### config.mk
export PLATFORM = sky130hd
export DESIGN_NAME = reset_sequencer
export DESIGN_NICKNAME = d
export VERILOG_FILES = /design/src/rtl/reset_sequencer_pkg.sv /design/src/rtl/reset_sequencer_ready_sync.sv /design/src/rtl/reset_sequencer.sv
export SDC_FILE = /design/constraint.sdc
export NUM_CORES = 1
export LEC_CHECK = 0
export CAP_MARGIN = 20
export CELL_PAD_IN_SITES_DETAIL_PLACEMENT = 1
export CELL_PAD_IN_SITES_GLOBAL_PLACEMENT = 2
export CORE_MARGIN = 3
export CORE_UTILIZATION = 39
export DETAILED_ROUTE_END_ITERATION = 6
export GPL_TIMING_DRIVEN = 0
export PLACE_DENSITY_LB_ADDON = 0.3
export SLEW_MARGIN = 10
export SYNTH_ARGS = -nofsm -noshare
export SYNTH_HDL_FRONTEND = slang
export SYNTH_HIERARCHICAL = 1
export SYNTH_SLANG_ARGS = --single-unit
### constraint.sdc
create_clock -name clock -period 6.3 [get_ports clock]
set_input_delay 1.26 -clock clock [delete_from_list [all_inputs] [get_ports clock]]
set_output_delay 1.26 -clock clock [all_outputs]
set_load 0.03 [all_outputs]
### src/rtl/reset_sequencer_pkg.sv
// Shared state encoding, retry counter width and timer sizing helper for reset_sequencer.
package reset_sequencer_pkg;

  typedef enum logic [1:0] {
    S_HOLD  = 2'd0,
    S_WAIT  = 2'd1,
    S_DONE  = 2'd2,
    S_FAULT = 2'd3
  } seq_state_e;

  localparam int RETRY_W = 4;

  // One extra bit over clog2 so the larger load value always fits.
  function automatic int timer_width(input int hold_cycles, input int timeout);
    int span;
    span = (hold_cycles > timeout) ? hold_cycles : timeout;
    return $clog2(span) + 1;
  endfunction

endpackage

### src/rtl/reset_sequencer_ready_sync.sv
// Per-bit two-flop synchroniser for the stage ready acknowledgments.
module ready_sync #(
  parameter int WIDTH = 1
) (
  input  logic             clock,
  input  logic             resetn,
  input  logic [WIDTH-1:0] d,
  output logic [WIDTH-1:0] q
);

  logic [WIDTH-1:0] meta_r;
  logic [WIDTH-1:0] sync_r;

  // Two-stage capture of the asynchronous ready bits
  always_ff @(posedge clock or negedge resetn) begin
    if (!resetn) begin
      meta_r <= '0;
      sync_r <= '0;
    end else begin
      meta_r <= d;
      sync_r <= meta_r;
    end
  end

  assign q = sync_r;

endmodule

### src/rtl/reset_sequencer.sv
// Board reset chain initiator: releases stage resets in ascending order, retrying on timeout.
// Build option RESET_SEQ_SYNC_READY_EN adds a two-flop synchroniser on ready.
module reset_sequencer
  import reset_sequencer_pkg::*;
#(
  parameter int NUM_STAGES  = 3,
  parameter int HOLD_CYCLES = 1000,
  parameter int TIMEOUT     = 1000000,
  parameter int MAX_RETRY   = 3
) (
  input  logic                  clock,
  input  logic                  resetn,
  input  logic                  soft_reset,
  input  logic [NUM_STAGES-1:0] ready,
  output logic [NUM_STAGES-1:0] stage_reset,
  output logic [NUM_STAGES-1:0] stage_resetn,
  output logic                  busy,
  output logic                  done,
  output logic                  error,
  output logic [RETRY_W-1:0]    retry_count
);

  localparam int TIMER_W = timer_width(HOLD_CYCLES, TIMEOUT);
  localparam int IDX_W   = (NUM_STAGES > 1) ? $clog2(NUM_STAGES) : 1;

  localparam logic [TIMER_W-1:0]    HOLD_LOAD    = TIMER_W'(HOLD_CYCLES);
  localparam logic [TIMER_W-1:0]    TIMEOUT_LOAD = TIMER_W'(TIMEOUT);
  localparam logic [IDX_W-1:0]      LAST_IDX     = IDX_W'(NUM_STAGES - 1);
  localparam logic [RETRY_W-1:0]    RETRY_LIMIT  = RETRY_W'(MAX_RETRY);
  localparam logic [NUM_STAGES-1:0] ALL_ONES     = {NUM_STAGES{1'b1}};
  localparam logic [NUM_STAGES-1:0] FIRST_STAGE  = NUM_STAGES'(1'b1);

  seq_state_e              state_r;
  logic [TIMER_W-1:0]      timer_r;
  logic [IDX_W-1:0]        idx_r;
  logic [RETRY_W-1:0]      retry_r;
  logic [NUM_STAGES-1:0]   stage_reset_r;
  logic                    busy_r;
  logic                    done_r;
  logic                    error_r;
  logic [NUM_STAGES-1:0]   ready_use_s;
  logic [NUM_STAGES-1:0]   ready_prev_r;
  logic [NUM_STAGES-1:0]   next_mask_s;
  logic                    ready_hit_s;
  logic                    fall_s;

`ifdef RESET_SEQ_SYNC_READY_EN
  logic [1:0] settle_r;
  logic       release_s;

  ready_sync #(.WIDTH(NUM_STAGES)) u_ready_sync (
    .clock  (clock),
    .resetn (resetn),
    .d      (ready),
    .q      (ready_use_s)
  );

  assign release_s = !soft_reset &&
                     (((state_r == S_HOLD) && (timer_r == '0)) ||
                      ((state_r == S_WAIT) && ready_hit_s && (idx_r != LAST_IDX)));

  // Ignore a just-released stage's ready until its acknowledgment can reach the synchroniser output
  always_ff @(posedge clock or negedge resetn) begin
    if (!resetn) begin
      settle_r <= 2'd0;
    end else if (soft_reset) begin
      settle_r <= 2'd0;
    end else if (release_s) begin
      settle_r <= 2'd2;
    end else if (settle_r != 2'd0) begin
      settle_r <= settle_r - 2'd1;
    end else begin
      settle_r <= settle_r;
    end
  end

  assign ready_hit_s = ready_use_s[idx_r] && (settle_r == 2'd0);
`else
  assign ready_use_s = ready;
  assign ready_hit_s = ready_use_s[idx_r];
`endif

  assign next_mask_s = FIRST_STAGE << (idx_r + IDX_W'(1'b1));
  assign fall_s      = |(ready_prev_r & ~ready_use_s);

  // Previous ready sample for falling-edge detection while DONE
  always_ff @(posedge clock or negedge resetn) begin
    if (!resetn) begin
      ready_prev_r <= '0;
    end else begin
      ready_prev_r <= ready_use_s;
    end
  end

  // Sequencer state, timer, stage index, retry count and registered outputs
  always_ff @(posedge clock or negedge resetn) begin
    if (!resetn) begin
      state_r       <= S_HOLD;
      timer_r       <= HOLD_LOAD;
      idx_r         <= '0;
      retry_r       <= '0;
      stage_reset_r <= ALL_ONES;
      busy_r        <= 1'b1;
      done_r        <= 1'b0;
      error_r       <= 1'b0;
    end else if (soft_reset) begin
      state_r       <= S_HOLD;
      timer_r       <= HOLD_LOAD;
      idx_r         <= '0;
      retry_r       <= '0;
      stage_reset_r <= ALL_ONES;
      busy_r        <= 1'b1;
      done_r        <= 1'b0;
      error_r       <= 1'b0;
    end else begin
      case (state_r)
        S_HOLD: begin
          if (timer_r == '0) begin
            stage_reset_r <= ALL_ONES & ~FIRST_STAGE;
            idx_r         <= '0;
            timer_r       <= TIMEOUT_LOAD;
            state_r       <= S_WAIT;
          end else begin
            timer_r <= timer_r - TIMER_W'(1'b1);
          end
        end
        S_WAIT: begin
          // A ready arriving on the expiry cycle still counts as success.
          if (ready_hit_s) begin
            if (idx_r == LAST_IDX) begin
              stage_reset_r <= '0;
              state_r       <= S_DONE;
              busy_r        <= 1'b0;
              done_r        <= 1'b1;
            end else begin
              idx_r         <= idx_r + IDX_W'(1'b1);
              stage_reset_r <= stage_reset_r & ~next_mask_s;
              timer_r       <= TIMEOUT_LOAD;
            end
          end else if (timer_r == '0) begin
            stage_reset_r <= ALL_ONES;
            if (retry_r < RETRY_LIMIT) begin
              retry_r <= retry_r + RETRY_W'(1'b1);
              timer_r <= HOLD_LOAD;
              state_r <= S_HOLD;
            end else begin
              state_r <= S_FAULT;
              busy_r  <= 1'b0;
              error_r <= 1'b1;
            end
          end else begin
            timer_r <= timer_r - TIMER_W'(1'b1);
          end
        end
        S_DONE: begin
          if (fall_s) begin
            state_r       <= S_HOLD;
            timer_r       <= HOLD_LOAD;
            idx_r         <= '0;
            retry_r       <= '0;
            stage_reset_r <= ALL_ONES;
            busy_r        <= 1'b1;
            done_r        <= 1'b0;
          end else begin
            stage_reset_r <= '0;
          end
        end
        S_FAULT: begin
          stage_reset_r <= ALL_ONES;
          error_r       <= 1'b1;
        end
        default: begin
          state_r       <= S_HOLD;
          timer_r       <= HOLD_LOAD;
          idx_r         <= '0;
          stage_reset_r <= ALL_ONES;
          busy_r        <= 1'b1;
          done_r        <= 1'b0;
          error_r       <= 1'b0;
        end
      endcase
    end
  end

  assign stage_reset  = stage_reset_r;
  assign stage_resetn = ~stage_reset_r;
  assign busy         = busy_r;
  assign done         = done_r;
  assign error        = error_r;
  assign retry_count  = retry_r;

endmodule

==> metrics, run 1 <==
largest net degree at the start of global routing=29; family with the most delay on the worst path=compound AO/OA/AOI/OAI gates; Post-Synthesis Net Count=between 200 and 300; P_sw=roughly 580 uW; area of the core=between 0.006 and 0.007 mm^2; Worst Hold Class=flop to flop; Die W=between 80 and 90 um; synthesized instance count=279; DRC=0; CP Class=input pin to flop; CP most frequent cell=o21ai_1; Worst path slowest cell=o21ai_1; xor and xnor area share after synthesis=1.06%; Seq pwr share=between 30% and 40%; Die Ht=around 86 um; reg-to-reg startpoint=state_r[0]; max layer used=met4; Worst Reg-to-Reg Cells=9; Starting Density=between 40% and 50%; multiplexer share of the synthesized area=around 2.5%; port bufs=18; sequential-to-total area share from yosys stat=38.9%; status=finished, final reports clean; vias=around 2.2k; Int Pwr=just under 700 uW; layout cell share with drive strength beyond 1=between 10% and 20%; Data arrival, critical path=about 3900 ps; Nets=around 320; antenna-violating nets left=0; all-layer global routing usage=between 10% and 20%; CTS sink cnt=38; Clk pin slew, worst setup/hold paths=80 ps; worst path required time=~6500 ps; crit path capture=timer_r[15]; routability cong.=~0.84; Layout fillers=723; DR iter-0 viols=97; Post-Route WL=6.74 mm; P per Cell Area=437 mW/mm^2; post_cts resized=0; Post-CTS Setup Inserts=0; CP Depth=8; Main synth FF type=dfrtp_1; CTS buffer count=5; Buf/Inv on CP=2; combinational share of power=roughly 52%; initial antenna violation count=0; final core utilization=a little under half; skew final=a little over 7 ps; most frequent cells in the layout=31 x nor2_1, 28 x o21ai_0, 28 x dfrtp_1; clock share of power=between 10% and 20%; number of global-route vias before repair=~2.3k; Post-synth EDFFs=0; Synth Area in Adders=about 5.6%; Met1 Wirelength=about 3 mm; Worst-Skew Late Latency=290 ps; multi-input logic area=0.00143 mm^2; Synth area leaders=dfrtp_1 28%, dfstp_2 11%, o21ai_0 5.7%, ha_1 5.6%, nor2_1 4.7%; Congestion Overflow GR=0; Fin. Hold Viols=0; worst slew pin tran=821 ps; H-tree levels=2; area share of and/or/nand/nor cells after synthesis=about 25%; average wire per standard cell=around 18 um; min cycle time layout=3730 ps; Worst path max stage delay=between 500 and 600 ps; CP max FO=10; CTS root buffer=clkbuf_8; met3 WL=195 um; compound-cell area share of the yosys netlist=23.8%; main combinational cell family by area after synthesis=simple AND/OR/NAND/NOR gates; hold buffer count at cts=0; crit end category=flop; Final setup viols=0; Tcrit/Tclk final=between 50% and 60%; largest area contributor in the netlist=dfrtp_1; die area=0.00735 mm^2; Switching Share=46.2%; Mapped Area=about 0.0025 mm^2; Slew Limit Fails=0; Synth Area per Inst=8.88 um^2; post-synthesis cell type count=59; RSZ-0062 raised after global routing=no; via/cell ratio=approximately 5.8; Total Neg Setup Slack=0 ps; Seq cells post-synth=38; Worst Setup Start Kind=input pin; Async SR Flop Fraction=100%; LEAKAGE=1.15 nW; Max Clk Rate=approximately 270 MHz; maxcap violations=0; I/O Pins=19; Worst Setup SP=ready[2]; Clock Tree Buf Depth=2; row cnt=28; CTS tree=yes; CP cell instances=clkdlybuf4s50_1 > mux2i_1 > o21ai_1 > a21oi_1 > o21ai_1 > or2_2 > clkbuf_1 > o21ai_0; worst flop-to-flop path endpoint=timer_r[15]; Reg area=963 um^2; Max VDD drop=0.217 mV; global-route wire length before repair=roughly 12 mm; Ys Warns=6; ANT cells=0; Met2 Wirelength=roughly 3.5 mm; Yosys top cell area share=between 20% and 30%; drt first pass iters=4; P&R area growth vs syn=15.3%; commonest non-fill, non-tap cell in the layout=nor2_1; Rel. slew slack=between 40% and 50%; HPWL reported at the end of detailed placement=just over 5 mm; r2r setup slk=about 3100 ps
-- state kept, by name (all words and copies together) (netlist names) --
name	count
busy	1
idx_r	2
state_r	2
ready_prev_r	3
retry_count	4
timer_r	21
stage_reset	3
done	1
error	1
-- cell type report --
class	instances	area share (%)
buffer	6	1.14
tap	75	3.28
timing repair buffer	19	6.83
clock buffer	7	3.02
multi-input combinational	222	50.2
sequential	38	33.7
inverter	13	1.71
clock inverter	1	0.175
-- metal layers --
layer,GRT usage [%],up-vias
met4,4.75,0
met1,24.6,1102
met2,36.3,31
li1,-,1083
met5,0,-
met3,3.27,4
-- cell usage after synthesis (all sizes together), types with 5 or more instances --
| cell | number |
|---|---|
| a211oi | 5 |
| mux2i | 5 |
| ha | 11 |
| or3 | 7 |
| dfrtp | 28 |
| nor4 | 5 |
| a21oi | 18 |
| nor3 | 14 |
| a31oi | 7 |
| nand2 | 17 |
| nor2b | 9 |
| o21ai | 30 |
| nor2 | 31 |
| dfstp | 10 |
| inv | 13 |
| nand2b | 8 |
-- worst min path at each step --
stage / slack (ps) / start / depth (start not counted) / end
finish: 500 / timer_r[16] / 1 / timer_r[16]
global route: 520 / timer_r[16] / 1 / timer_r[16]
CTS: 500 / timer_r[16] / 1 / timer_r[16]
detailed placement: 480 / timer_r[16] / 1 / timer_r[16]
global placement: 480 / error / 2 / error
floorplan: 460 / timer_r[16] / 1 / timer_r[16]
-- power by group through the flow --
stage / Clock [mW] / Sequential (mW) / Combinational (mW)
after global routing: 0.199 / 0.438 / 0.727
final: 0.179 / 0.424 / 0.647
after CTS: 0.187 / 0.424 / 0.651
after global placement: 0 / 0.423 / 0.636
after floorplan: 0 / 0.446 / 0.424
after detailed placement: 0 / 0.427 / 0.651
-- cell families (layout without fill, tap and decap cells) --
group / count (synthesis) / in the layout
multiplexers: 6 / 6
AO/OA/AOI/OAI: 92 / 92
adder cells (fa/ha/maj): 11 / 11
flip-flops: 38 / 38
buffers and inverters: 19 / 46
XOR/XNOR: 3 / 3
AND/OR/NAND/NOR: 110 / 110
-- metrics by stage --
stage / setup WS [ps] / hold WS [ps] / power (mW) / cell area, um^2 / instances
finish: 2570 / 496 / 1.25 / 2860 / 381
global route: 2290 / 516 / 1.36 / 2860 / 381
CTS: 2540 / 505 / 1.26 / 2860 / 381
detailed placement: 2230 / 481 / 1.08 / 2770 / 373
global placement: 2230 / 476 / 1.06 / 2750 / 372
floorplan: 3410 / 457 / 0.869 / 2480 / 279
(Power assumes the default switching activity.)
==> run 2: changes to the inputs <==
--- a/config.mk
+++ b/config.mk
@@ -9,7 +9,7 @@
 export CELL_PAD_IN_SITES_DETAIL_PLACEMENT = 1
 export CELL_PAD_IN_SITES_GLOBAL_PLACEMENT = 2
 export CORE_MARGIN = 3
-export CORE_UTILIZATION = 39
+export CORE_UTILIZATION = 36
 export DETAILED_ROUTE_END_ITERATION = 6
 export GPL_TIMING_DRIVEN = 0
 export PLACE_DENSITY_LB_ADDON = 0.3
==> constraint.sdc (replaced) <==
create_clock -name clock -period 3.7 [get_ports clock]
set_input_delay 0.74 -clock clock [delete_from_list [all_inputs] [get_ports clock]]
set_output_delay 0.74 -clock clock [all_outputs]
set_load 0.03 [all_outputs]
==> run 2 against run 1 <==
Against the previous run: utilization decreased by 3.5 points; largest power group unchanged; critical path depth unchanged; critical endpoint is now timer_r[12]; sequential power rose by 70%; count of clock-buffer cells in the layout decreased by 1; power grew 68%; design area decreased by 0.22%; largest cell class unchanged.
==> metrics, run 2 (synthesis gave the netlist of run 1 again) <==
Data arrival, critical path=3440 ps (was 3890 ps); worst path required time=3860 ps (was 6460 ps); Biggest register=timer_r (unchanged); Post-CTS Setup Inserts=0 (unchanged); Slew Limit Fails=0 (unchanged); Worst path max stage delay=580 ps (was 550 ps); LEAKAGE=1.14 nW (was 1.15 nW); Fin. Hold Viols=0 (unchanged); ANT cells=0 (unchanged); RSZ-0062 raised after global routing=no (unchanged); Starting Density=38.2% (was 41.1%); min cycle time layout=3290 ps; DP Worst Slack=111 ps (was 2230 ps); Final setup viols=0 (unchanged); Max Clk Rate=around 300 MHz; vias=2174 (was 2220); initial antenna violation count=0 (unchanged); Die W=89.0 um (was 85.7 um); reg-to-reg startpoint=state_r[0] (unchanged); final hold slack=300 ps (was 496 ps); Die Ht=89.0 um (was 85.7 um); r2r setup slk=540 ps (was 3110 ps); largest net degree at the start of global routing=29 (unchanged); DR iter-0 viols=102 (was 97); CP Class=input pin to flop (unchanged); Worst Reg-to-Reg Cells=9 (unchanged); drt first pass iters=4 (unchanged); hold buffer count at cts=0 (unchanged); P per Cell Area=737 mW/mm^2 (was 437 mW/mm^2); antenna-violating nets left=0 (unchanged); Worst path slowest cell=o21ai_1 (unchanged); routability cong.=0.779 (was 0.838); Worst Setup Start Kind=input pin (unchanged); most frequent cells in the layout=31 x nor2_1, 28 x o21ai_0, 28 x dfrtp_1 (unchanged); commonest non-fill, non-tap cell in the layout=nor2_1 (unchanged); Rel. slew slack=48.1% (was 43.9%); worst slew pin tran=759 ps (was 821 ps); Post-Route WL=6.61 mm (was 6.74 mm); worst flop-to-flop path endpoint=timer_r[12] (was timer_r[15]); row cnt=29 (was 28); Congestion Overflow GR=0 (unchanged); CP cell instances=clkdlybuf4s50_1 > mux2i_1 > o21ai_1 > a21oi_1 > o21ai_1 > or2_2 > clkbuf_1 > o21ai_0 (unchanged); Worst Setup SP=ready[2] (unchanged); Max VDD drop=0.268 mV (was 0.217 mV); Layout fillers=769 (was 723); port bufs=18 (unchanged); global-route wire length before repair=11.2 mm (was 11.7 mm); Tcrit/Tclk final=approximately nine tenths; Final Worst Setup Slack=414 ps (was 2570 ps); CTS tree=yes (unchanged); Worst-Skew Late Latency=300 ps (was 290 ps); area of the core=0.00649 mm^2 (was 0.00603 mm^2); via/cell ratio=5.68 (was 5.83); Clock Tree Buf Depth=2 (unchanged); CTS buffer count=5 (unchanged); CP Depth=8 (unchanged); final core utilization=43.9% (was 47.4%); CP most frequent cell=o21ai_1 (unchanged); max reg flops=21 (unchanged); average wire per standard cell=17.3 um (was 17.7 um); CTS root buffer=clkbuf_8 (unchanged); family with the most delay on the worst path=compound AO/OA/AOI/OAI gates (unchanged); DRC=0 (unchanged); HPWL reported at the end of detailed placement=4.99 mm (was 5.12 mm); I/O Pins=19 (unchanged); CTS sink cnt=38 (unchanged); CP max FO=10 (unchanged); post_cts resized=0 (unchanged); Nets=322 (unchanged); all-layer global routing usage=18.2% (was 20.0%); H-tree levels=2 (unchanged); die area=0.00792 mm^2 (was 0.00735 mm^2); Clk pin slew, worst setup/hold paths=90 ps (was 80 ps); Total Neg Setup Slack=0 ps (unchanged); P&R area growth vs syn=15.1% (was 15.3%); Tot Pwr=2.10 mW (was 1.25 mW); number of global-route vias before repair=2238 (was 2329); status=finished, final reports clean (unchanged); skew final=14.9 ps (was 7.04 ps); layout cell share with drive strength beyond 1=11.1% (unchanged); crit end category=flop (unchanged); Buf/Inv on CP=2 (unchanged); maxcap violations=0 (unchanged); Worst Hold Class=input pin to async pin (was flop to flop)
[run 2: cell types whose count changed in the layout (fill, tap and decap cells not counted), sizes merged]
| cell | before | now |
|---|---|---|
| clkbuf | 10 | 9 |
| clkinv | 1 | 2 |
[run 2: layout make-up]
type                       count  area (um^2)  share of cell area (%)
buffer                         6         32.5                    1.14
clock buffer                   6         72.6                    2.54
clock inverter                 2         10.0                   0.351
inverter                      13         48.8                    1.71
multi-input combinational    222         1430                    50.3
sequential                    38          963                    33.8
tap                           77         96.3                    3.38
timing repair buffer          19          195                    6.84
[run 2: per-stage QoR]
step	cell area [um^2]	cells
floorplan	2480	279
global placement	2760	374
detailed placement	2770	375
CTS	2850	383
global route	2850	383
finish	2850	383
[run 2: power breakdown]
group / internal [mW] / switching [mW]
Sequential: 0.570 / 0.150
Combinational: 0.425 / 0.673
Clock: 0.131 / 0.154
Total: 1.13 / 0.978
[run 2: worst max path at each step]
stage / slack, ps / endpoint
floorplan: 1330 / timer_r[14]
global placement: 100 / timer_r[12]
detailed placement: 110 / timer_r[13]
CTS: 420 / timer_r[13]
global route: 190 / timer_r[2]
finish: 410 / timer_r[12]
[run 2: routing by layer]
layer	part of all wire (%)	vias up	wire [um]	track usage (%)
li1	-	1080	-	-
met1	48	1065	3160	23.9
met2	49	23	3210	30.8
met3	2.6	6	171	3.41
met4	1.0	0	67	4.87
met5	0	-	0	0
==> run 3: changes to the inputs <==
--- a/config.mk
+++ b/config.mk
@@ -5,7 +5,6 @@
 export SDC_FILE = /design/constraint.sdc
 export NUM_CORES = 1
 export LEC_CHECK = 0
-export CAP_MARGIN = 20
 export CELL_PAD_IN_SITES_DETAIL_PLACEMENT = 1
 export CELL_PAD_IN_SITES_GLOBAL_PLACEMENT = 2
 export CORE_MARGIN = 3
@@ -18,3 +17,4 @@
 export SYNTH_HDL_FRONTEND = slang
 export SYNTH_HIERARCHICAL = 1
 export SYNTH_SLANG_ARGS = --single-unit
+export TNS_END_PERCENT = 5
==> results of run 3 <==
Same layout as run 2: the final DEF is identical, and so are final timing and power.
